### config.mk
export PLATFORM = sky130hd
export DESIGN_NAME = seq_timer_ctrl
export DESIGN_NICKNAME = d
export VERILOG_FILES = /design/src/rtl/seq_timer_pkg.sv /design/src/rtl/seq_timer_unit_cnt.sv /design/src/rtl/seq_timer_ctrl.sv
export SDC_FILE = /design/constraint.sdc
export NUM_CORES = 1
export LEC_CHECK = 0
export BUFFER_PORTS_ARGS = -buffer_cell sky130_fd_sc_hd__buf_2
export CAP_MARGIN = 5
export CELL_PAD_IN_SITES_DETAIL_PLACEMENT = 1
export CELL_PAD_IN_SITES_GLOBAL_PLACEMENT = 1
export CORE_UTILIZATION = 39
export CTS_CLUSTER_DIAMETER = 100
export DETAILED_ROUTE_END_ITERATION = 10
export GPL_ROUTABILITY_DRIVEN = 0
export PLACE_DENSITY = 0.76
export SYNTH_ARGS = -nofsm -noshare
export SYNTH_HDL_FRONTEND = slang
export SYNTH_SLANG_ARGS = --single-unit
### constraint.sdc
create_clock -name clk -period 1.83 [get_ports clk]
set_input_delay 0.183 -clock clk [delete_from_list [all_inputs] [get_ports clk]]
set_output_delay 0.183 -clock clk [all_outputs]
set_load 0.02 [all_outputs]
### src/rtl/seq_timer_pkg.sv
// Shared definitions for the serial-programmed delay timer.
//   state_t                 : controller state encoding (IDLE..DONE)
//   CYCLES_PER_UNIT_DEFAULT : default clock cycles per delay unit
package seq_timer_pkg;

  typedef enum logic [2:0] {
    ST_IDLE  = 3'd0,
    ST_S1    = 3'd1,
    ST_S11   = 3'd2,
    ST_S110  = 3'd3,
    ST_SHIFT = 3'd4,
    ST_COUNT = 3'd5,
    ST_DONE  = 3'd6
  } state_t;

  localparam int unsigned CYCLES_PER_UNIT_DEFAULT = 1000;

endpackage

### src/rtl/seq_timer_unit_cnt.sv
// Unit prescaler plus delay down-counter for the sequence timer.
// Ports:
//   clk, resetn : clock, synchronous active-low reset
//   load        : load remaining from load_value and restart the unit counter
//   load_value  : delay value captured on load
//   enable      : advance the unit counter this cycle
//   unit_tick   : high in the enabled cycle where the unit counter is at 0
//   remaining   : delay units still to elapse (saturates at 0)
module seq_timer_unit_cnt
  import seq_timer_pkg::*;
#(
  parameter int unsigned CYCLES_PER_UNIT = CYCLES_PER_UNIT_DEFAULT
) (
  input  logic       clk,
  input  logic       resetn,
  input  logic       load,
  input  logic [3:0] load_value,
  input  logic       enable,
  output logic       unit_tick,
  output logic [3:0] remaining
);

  localparam int unsigned   UW     = $clog2(CYCLES_PER_UNIT);
  localparam logic [UW-1:0] RELOAD = UW'(CYCLES_PER_UNIT - 1);

  logic [UW-1:0] unit_q, unit_d;
  logic [3:0]    rem_q,  rem_d;

  assign unit_tick = enable && (unit_q == '0);
  assign remaining = rem_q;

  always_comb begin
    unit_d = unit_q;
    rem_d  = rem_q;
    if (load) begin
      unit_d = RELOAD;
      rem_d  = load_value;
    end else if (enable) begin
      if (unit_q == '0) begin
        unit_d = RELOAD;
        // Hold at zero; the controller leaves COUNT on this same tick.
        if (rem_q != '0) begin
          rem_d = rem_q - 4'd1;
        end
      end else begin
        unit_d = unit_q - UW'(1);
      end
    end
  end

  always_ff @(posedge clk) begin
    if (!resetn) begin
      unit_q <= RELOAD;
      rem_q  <= '0;
    end else begin
      unit_q <= unit_d;
      rem_q  <= rem_d;
    end
  end

endmodule

### src/rtl/seq_timer_ctrl.sv
// Serial-programmed delay timer. Searches the data stream for 1101,
// shifts in a 4-bit delay (MSB first), counts (delay+1) units of
// CYCLES_PER_UNIT clocks, then holds done until acknowledged.
// Ports:
//   clk, resetn : clock, synchronous active-low reset
//   data        : serial input (pattern then delay bits)
//   ack         : host acknowledge, only honoured in DONE
//   count       : remaining delay units while counting, else 0
//   counting    : high in every COUNT cycle
//   done        : high in every DONE cycle
module seq_timer_ctrl
  import seq_timer_pkg::*;
#(
  parameter int unsigned CYCLES_PER_UNIT = CYCLES_PER_UNIT_DEFAULT
) (
  input  logic       clk,
  input  logic       resetn,
  input  logic       data,
  input  logic       ack,
  output logic [3:0] count,
  output logic       counting,
  output logic       done
);

  state_t     state_q, state_d;
  logic [3:0] delay_q, delay_d;
  logic [1:0] bit_q,   bit_d;

  logic       cnt_load;
  logic       cnt_tick;
  logic [3:0] cnt_remaining;

  always_comb begin
    state_d  = state_q;
    delay_d  = delay_q;
    bit_d    = '0;
    cnt_load = 1'b0;
    case (state_q)
      ST_IDLE:  state_d = data ? ST_S1  : ST_IDLE;
      ST_S1:    state_d = data ? ST_S11 : ST_IDLE;
      // A run of 1s keeps the last two as a valid "11" prefix.
      ST_S11:   state_d = data ? ST_S11 : ST_S110;
      ST_S110:  state_d = data ? ST_SHIFT : ST_IDLE;
      ST_SHIFT: begin
        delay_d = {delay_q[2:0], data};
        bit_d   = bit_q + 2'd1;
        if (bit_q == 2'd3) begin
          state_d  = ST_COUNT;
          cnt_load = 1'b1;
        end
      end
      ST_COUNT: begin
        if (cnt_tick && (cnt_remaining == '0)) begin
          state_d = ST_DONE;
        end
      end
      ST_DONE: begin
        if (ack) begin
          state_d = ST_IDLE;
        end
      end
      default:  state_d = ST_IDLE;
    endcase
  end

  always_ff @(posedge clk) begin
    if (!resetn) begin
      state_q <= ST_IDLE;
      delay_q <= '0;
      bit_q   <= '0;
    end else begin
      state_q <= state_d;
      delay_q <= delay_d;
      bit_q   <= bit_d;
    end
  end

  // Loaded with the fully shifted delay (including the bit sampled this
  // cycle) on the SHIFT->COUNT transition.
  seq_timer_unit_cnt #(
    .CYCLES_PER_UNIT(CYCLES_PER_UNIT)
  ) u_unit_cnt (
    .clk       (clk),
    .resetn    (resetn),
    .load      (cnt_load),
    .load_value(delay_d),
    .enable    (state_q == ST_COUNT),
    .unit_tick (cnt_tick),
    .remaining (cnt_remaining)
  );

  assign counting = (state_q == ST_COUNT);
  assign done     = (state_q == ST_DONE);
  assign count    = counting ? cnt_remaining : '0;

endmodule

==> results of run 1 <==
## logic make-up after synthesis
group / after synthesis / synth area share
buffers and inverters: 14 / 0.0585
XOR/XNOR: 9 / 0.0670
flip-flops: 22 / 0.374
AO/OA/AOI/OAI: 15 / 0.0947
AND/OR/NAND/NOR: 64 / 0.329
multiplexers: 4 / 0.0340
adder cells (fa/ha/maj): 4 / 0.0426
## what timing repair did
item	4_1_cts	5_1_grt
buffers inserted	0	3
pin swaps	0	1
setup endpoints to repair	1	10
gates resized for setup	2	5
## Yosys cell counts (2+ instances only)
master / count / area [sq um]
a311oi_1: 2 / 17.5
and2_1: 4 / 25.0
and3_1: 3 / 18.8
and4_2: 2 / 20.0
buf_6: 2 / 22.5
clkbuf_1: 5 / 18.8
dfxtp_1: 22 / 440
ha_1: 4 / 50.1
inv_1: 6 / 22.5
mux2i_1: 4 / 40.0
nand2_1: 9 / 33.8
nand2b_1: 2 / 12.5
nand3_1: 8 / 40.0
nand4_1: 2 / 12.5
nor2_1: 11 / 41.3
nor3_1: 7 / 35.0
nor4_1: 3 / 18.8
o21ai_0: 4 / 20.0
or3_1: 2 / 12.5
xnor2_1: 5 / 43.8
xor2_1: 4 / 35.0
## final cells by class
type	count	area (sq um)	area share
clock inverters	1	30.0	0.0214
inverters	6	22.5	0.0161
clock buffers	3	22.5	0.0161
repair buffers	23	154	0.110
flip-flops and latches	22	440	0.315
multi-input cells	96	692	0.494
well taps	31	38.8	0.0277
## final timing paths
kind | cells after the start | slack [ns] | to
setup / recovery | 5 | 0.06 | u_unit_cnt.remaining[0]
hold / removal | 3 | 0.15 | delay_q[0]
setup reg to reg | 5 | 0.06 | u_unit_cnt.remaining[0]
hold reg to reg | 1 | 0.43 | bit_q[0]
## routing by layer
metal,vias to the layer above,GRT usage,share of wire
met5,-,0,0
li1,513,-,-
met2,12,0.363,0.52
met4,0,0.0836,0.021
met1,491,0.235,0.43
met3,8,0.0484,0.020
## critical path, delay by kind of cell (launching register included)
family          cells  cell delay (ns)
compound gates      2             0.37
simple gates        2             0.78
flops               1             0.38
buf+inv             1             0.16
## power breakdown
part	leakage, nW	switching [mW]	internal (mW)	total [mW]
logic	0.375	0.0307	0.0217	0.0524
registers	0.178	0.00226	0.483	0.485
clock network	0.0279	0.160	0.222	0.381
total	0.581	0.193	0.726	0.919
## stage by stage
stage               power, mW  setup slack (ns)   util  setup TNS, ns
global route            0.954           -0.0127  0.499        -0.0246
CTS                     0.924          0.000771  0.483              0
detailed placement      0.545            0.0324  0.462              0
floorplan               0.530            0.0804      -              0
finish                  0.919            0.0636  0.499              0
global placement        0.543            0.0895  0.462              0
## state kept, by name, indices dropped and copies added, names as in the netlist
name                  count
u_unit_cnt.remaining      4
state_q                   3
bit_q                     2
delay_q                   3
u_unit_cnt.unit_q        10
==> impl_metrics.csv, run 1 <==
group,metric,value,unit
floorplanning,die_x,56.9,microns
clock_tree,htree_levels,1,
clock_tree,cts.sink_count,22,
global_route,grt_max_degree,14,
global_route,grt_pass1_wl,5.13,mm
placement,numPlacedInstances,175,
setup_path,slowest_delay,0.53,ns
setup_path,crit_type,"flop to flop",
setup_path,critPathRequiredTime,2.06,ns
drt,vias,1024,
clock_tree,cts_tree,"done",
synth,async_reset_ff_frac,0,
pwr,cellLeakagePower,0.581,nW
clock_tree,clk_path_buf_depth,2,
cells_and_area,final_cells,182,
drt,post_drt_wl_per_cell,16.1,microns
cells_and_area,nFillCells,341,
placement,dpl_cell_area,1300,sq um
hold_path,hold_start,"data",
cells_and_area,final_nets,160,
synth,syn_avg_cell_area,8.91,sq um
synth,synth-main-ff-cell,"dfxtp_1",
clock_tree,clockRootBuffer,"clkbuf_4",
cells_and_area,area_growth,19.0,%
sta,holdWs,0.145,ns
synth,syn-num-nets,140,
global_route,grtUsageTotal,0.205,
drt,drc,0,
sta,worstMarginPinSlew,0.420,ns
global_route,antenna_found_initial,0,
cells_and_area,drive_above_1_share,0.258,
sta,period_share,0.965,
floorplanning,io_pins,10,
pwr,peakVddDrop,379,uV
sta,fin_skew,0.0132,ns
global_route,gr-total-overflow,0,
drt,first_pass_iters,4,
clock_tree,clk_pin_slew,0.14,ns
run_status,status,"completed",
synth,yosysUniqueCellTypes,42,
sta,maxSlewViolCount,0,
setup_path,timing.rr.start,"u_unit_cnt.unit_q[5]",
drt,vias_per_cell,5.63,
sta,timing.fmax,0.566,GHz
cells_and_area,final_common_cell,"dfxtp_1",
global_route,grt_pass1_vias,1127,
synth,postSynthCellCount,132,
drt,drtAntennaViolNets,0,
placement,place_hpwl,2.11,mm
sta,relSlewSlack,0.718,
sta,setup_viol_count_final,0,
floorplanning,num_rows,19,
floorplanning,die_area,3240,sq um
floorplanning,start_util,0.419,
drt,drt_iter0_drc,34,
clock_tree,insertion_delay,0.32,ns
setup_path,critPathMaxFanout,4,
cells_and_area,diodes,0,
hold_path,hold_class,"primary input to flop",
drt,routed_wl,2.92,mm
synth,ys_seq_area_frac,0.374,
pwr,powerDensity,656,nW/um^2
synth,synth-seq-cells,22,
cells_and_area,layout_common_cells,"dfxtp_1, buf_4, nor2_1",
clock_tree,ctsHoldBuffers,0,
sta,layout_min_cycle_time,1.77,ns
synth,synth_area,1180,sq um
synth,synth_edf_count,0,
setup_path,crit_path_start,"u_unit_cnt.unit_q[5]",
floorplanning,fp.dieH,56.9,microns
setup_path,start_kind,"flop",
setup_path,cp-end-kind,"flop",
floorplanning,coreArea,2810,sq um
setup_path,crit_chain,"or4_4, nor4b_4, buf_4, a21oi_2, o311a_1",
cells_and_area,final_area,1400,sq um
synth,yosysWarnings,0,
clock_tree,cts_buffers,3,
setup_path,crit_slowest_cell,"or4_4",
setup_path,critical_path_arrival,2.00,ns
flow_run,maxCapViolations,0,
placement,port_buffers,9,
sta,hold_viol,0,
No activity file was read; power rests on OpenSTA's default activity.
==> inputs of run 2 (changes only) <==
--- a/config.mk
+++ b/config.mk
@@ -13,7 +13,7 @@
 export CTS_CLUSTER_DIAMETER = 100
 export DETAILED_ROUTE_END_ITERATION = 10
 export GPL_ROUTABILITY_DRIVEN = 0
-export PLACE_DENSITY = 0.76
+export PLACE_DENSITY = 0.79
 export SYNTH_ARGS = -nofsm -noshare
 export SYNTH_HDL_FRONTEND = slang
 export SYNTH_SLANG_ARGS = --single-unit
==> impl_metrics.csv, run 2 (synthesis results as in run 1) <==
group,metric,value,unit
cells_and_area,utilization,0.484,
setup_path,critical_path_arrival,1.99,ns
sta,grt_setup_unrepaired,"yes",
setup_path,r2r_cells,5,
setup_path,crit_type,"flop to flop",
floorplanning,fp.dieH,56.9,microns
floorplanning,die_area,3240,sq um
cells_and_area,final_common_cell,"dfxtp_1",
cells_and_area,diodes,0,
drt,routed_wl,2.88,mm
global_route,grtUsageTotal,0.197,
global_route,grt_max_degree,13,
clock_tree,htree_levels,1,
global_route,grt_pass1_vias,1075,
cells_and_area,nFillCells,334,
setup_path,critPathMaxFanout,10,
sta,period_share,0.972,
drt,routed.top_layer,"met4",
clock_tree,cts_tree,"done",
setup_path,timing.rr.start,"u_unit_cnt.unit_q[3]",
sta,maxSlewViolCount,0,
sta,layout_min_cycle_time,1.78,ns
setup_path,start_kind,"flop",
cells_and_area,area_growth,15.4,%
drt,vias_per_cell,5.58,
drt,drtAntennaViolNets,0,
sta,relSlewSlack,0.713,
sta,hold_viol,0,
placement,port_buffers,9,
floorplanning,num_rows,19,
sta,holdWs,0.157,ns
drt,post_drt_wl_per_cell,16.1,microns
clock_tree,clk_pin_slew,0.13,ns
floorplanning,coreArea,2810,sq um
clock_tree,clockRootBuffer,"clkbuf_4",
sta,timing.fmax,0.562,GHz
setup_path,critPathRequiredTime,2.04,ns
drt,met1_length,1.25,mm
clock_tree,insertion_delay,0.31,ns
setup_path,regToRegEndpoint,"u_unit_cnt.remaining[0]",
hold_path,hold_class,"primary input to flop",
pwr,powerDensity,601,nW/um^2
cells_and_area,layout_common_cells,"dfxtp_1, nor2_1, nand2_1, buf_2, buf_4",
sta,post-route-worst-setup-slack,0.0509,ns
drt,first_pass_iters,4,
global_route,grt_pass1_wl,4.90,mm
setup_path,crit_chain,"or4_4, nor4b_4, buf_6, a21oi_2, o311a_1",
cells_and_area,regMostFlops,"u_unit_cnt.unit_q",
floorplanning,die_x,56.9,microns
clock_tree,cts.sink_count,22,
flow_run,maxCapViolations,0,
drt,met2_length,1.57,mm
setup_path,slowest_delay,0.56,ns
run_status,status,"completed",
sta,worstMarginPinSlew,0.429,ns
setup_path,worstSetupEndpoint,"u_unit_cnt.remaining[0]",
drt,vias,999,
placement,place_hpwl,2.13,mm
floorplanning,start_util,0.419,
cells_and_area,drive_above_1_share,0.250,
global_route,gr-total-overflow,0,
setup_path,crit_path_start,"u_unit_cnt.unit_q[3]",
setup_path,cp-end-kind,"flop",
drt,drc,0,
floorplanning,io_pins,10,
pwr,peakVddDrop,389,uV
clock_tree,cts_buffers,3,
setup_path,crit_slowest_cell,"or4_4",
setup_path,r2r_slack,0.05,ns
pwr,cellLeakagePower,0.554,nW
drt,wl_met3,39,microns
drt,drt_iter0_drc,18,
cells_and_area,final_nets,157,
clock_tree,clk_path_buf_depth,2,
sta,setup_viol_count_final,0,
global_route,antenna_found_initial,0,
sta,fin_skew,0.00392,ns
placement,dp_slack,0.0561,ns
cells_and_area,largest_reg_flops,10,
-- run 2: layout make-up --
| cell class | instances | area [sq um] | share of cell area |
|---|---|---|---|
| Timing Repair Buffer | 20 | 135 | 0.0995 |
| Sequential cell | 22 | 444 | 0.327 |
| Clock buffer | 4 | 36.3 | 0.0267 |
| Tap cell | 31 | 38.8 | 0.0286 |
| Inverter | 6 | 22.5 | 0.0166 |
| Multi-Input combinational cell | 96 | 681 | 0.501 |
-- run 2: how the worst min path moves through the flow --
stage / start / to / slack, ns / cells after the start
after global routing: resetn / u_unit_cnt.unit_q[2] / 0.15 / 2
after CTS: resetn / u_unit_cnt.unit_q[8] / 0.14 / 2
after floorplan: data / delay_q[0] / 0.33 / 2
final: resetn / u_unit_cnt.unit_q[8] / 0.16 / 2
after detailed placement: bit_q[0] / bit_q[0] / 0.41 / 1
after global placement: bit_q[0] / bit_q[0] / 0.41 / 1
-- run 2: report_power, final --
part / internal [mW] / switching [mW]
Sequential: 0.483 / 0.00609
Combinational: 0.0190 / 0.0268
Clock: 0.122 / 0.159
Total: 0.624 / 0.192
-- run 2: timing repair --
action	4_1_cts	5_1_grt
buffers inserted	0	1
endpoints found under the setup margin	0	6
gates resized for setup	0	9
hold buffers	0	0
-- run 2: through the flow --
stage | total power, mW | setup TNS (ns) | instance area [sq um] | instances
floorplan | 0.530 | 0 | 1180 | 132
global placement | 0.539 | 0 | 1290 | 174
finish | 0.816 | 0 | 1360 | 179
detailed placement | 0.542 | 0 | 1290 | 174
CTS | 0.821 | 0 | 1330 | 178
global route | 0.843 | -0.00101 | 1360 | 179
-- run 2: routing by layer --
metal,GRT usage,up-vias
li1,-,503
met5,0,-
met3,0.0207,2
met2,0.368,7
met4,0.0732,0
met1,0.228,487
-- run 2: worst max-delay path, delay by kind of cell (launching register included) --
kind,cells,cell delay [ns]
AOI/OAI and AO/OA,2,0.38
DFF,1,0.34
and+or+nand+nor,2,0.79
buffers and inverters,1,0.17
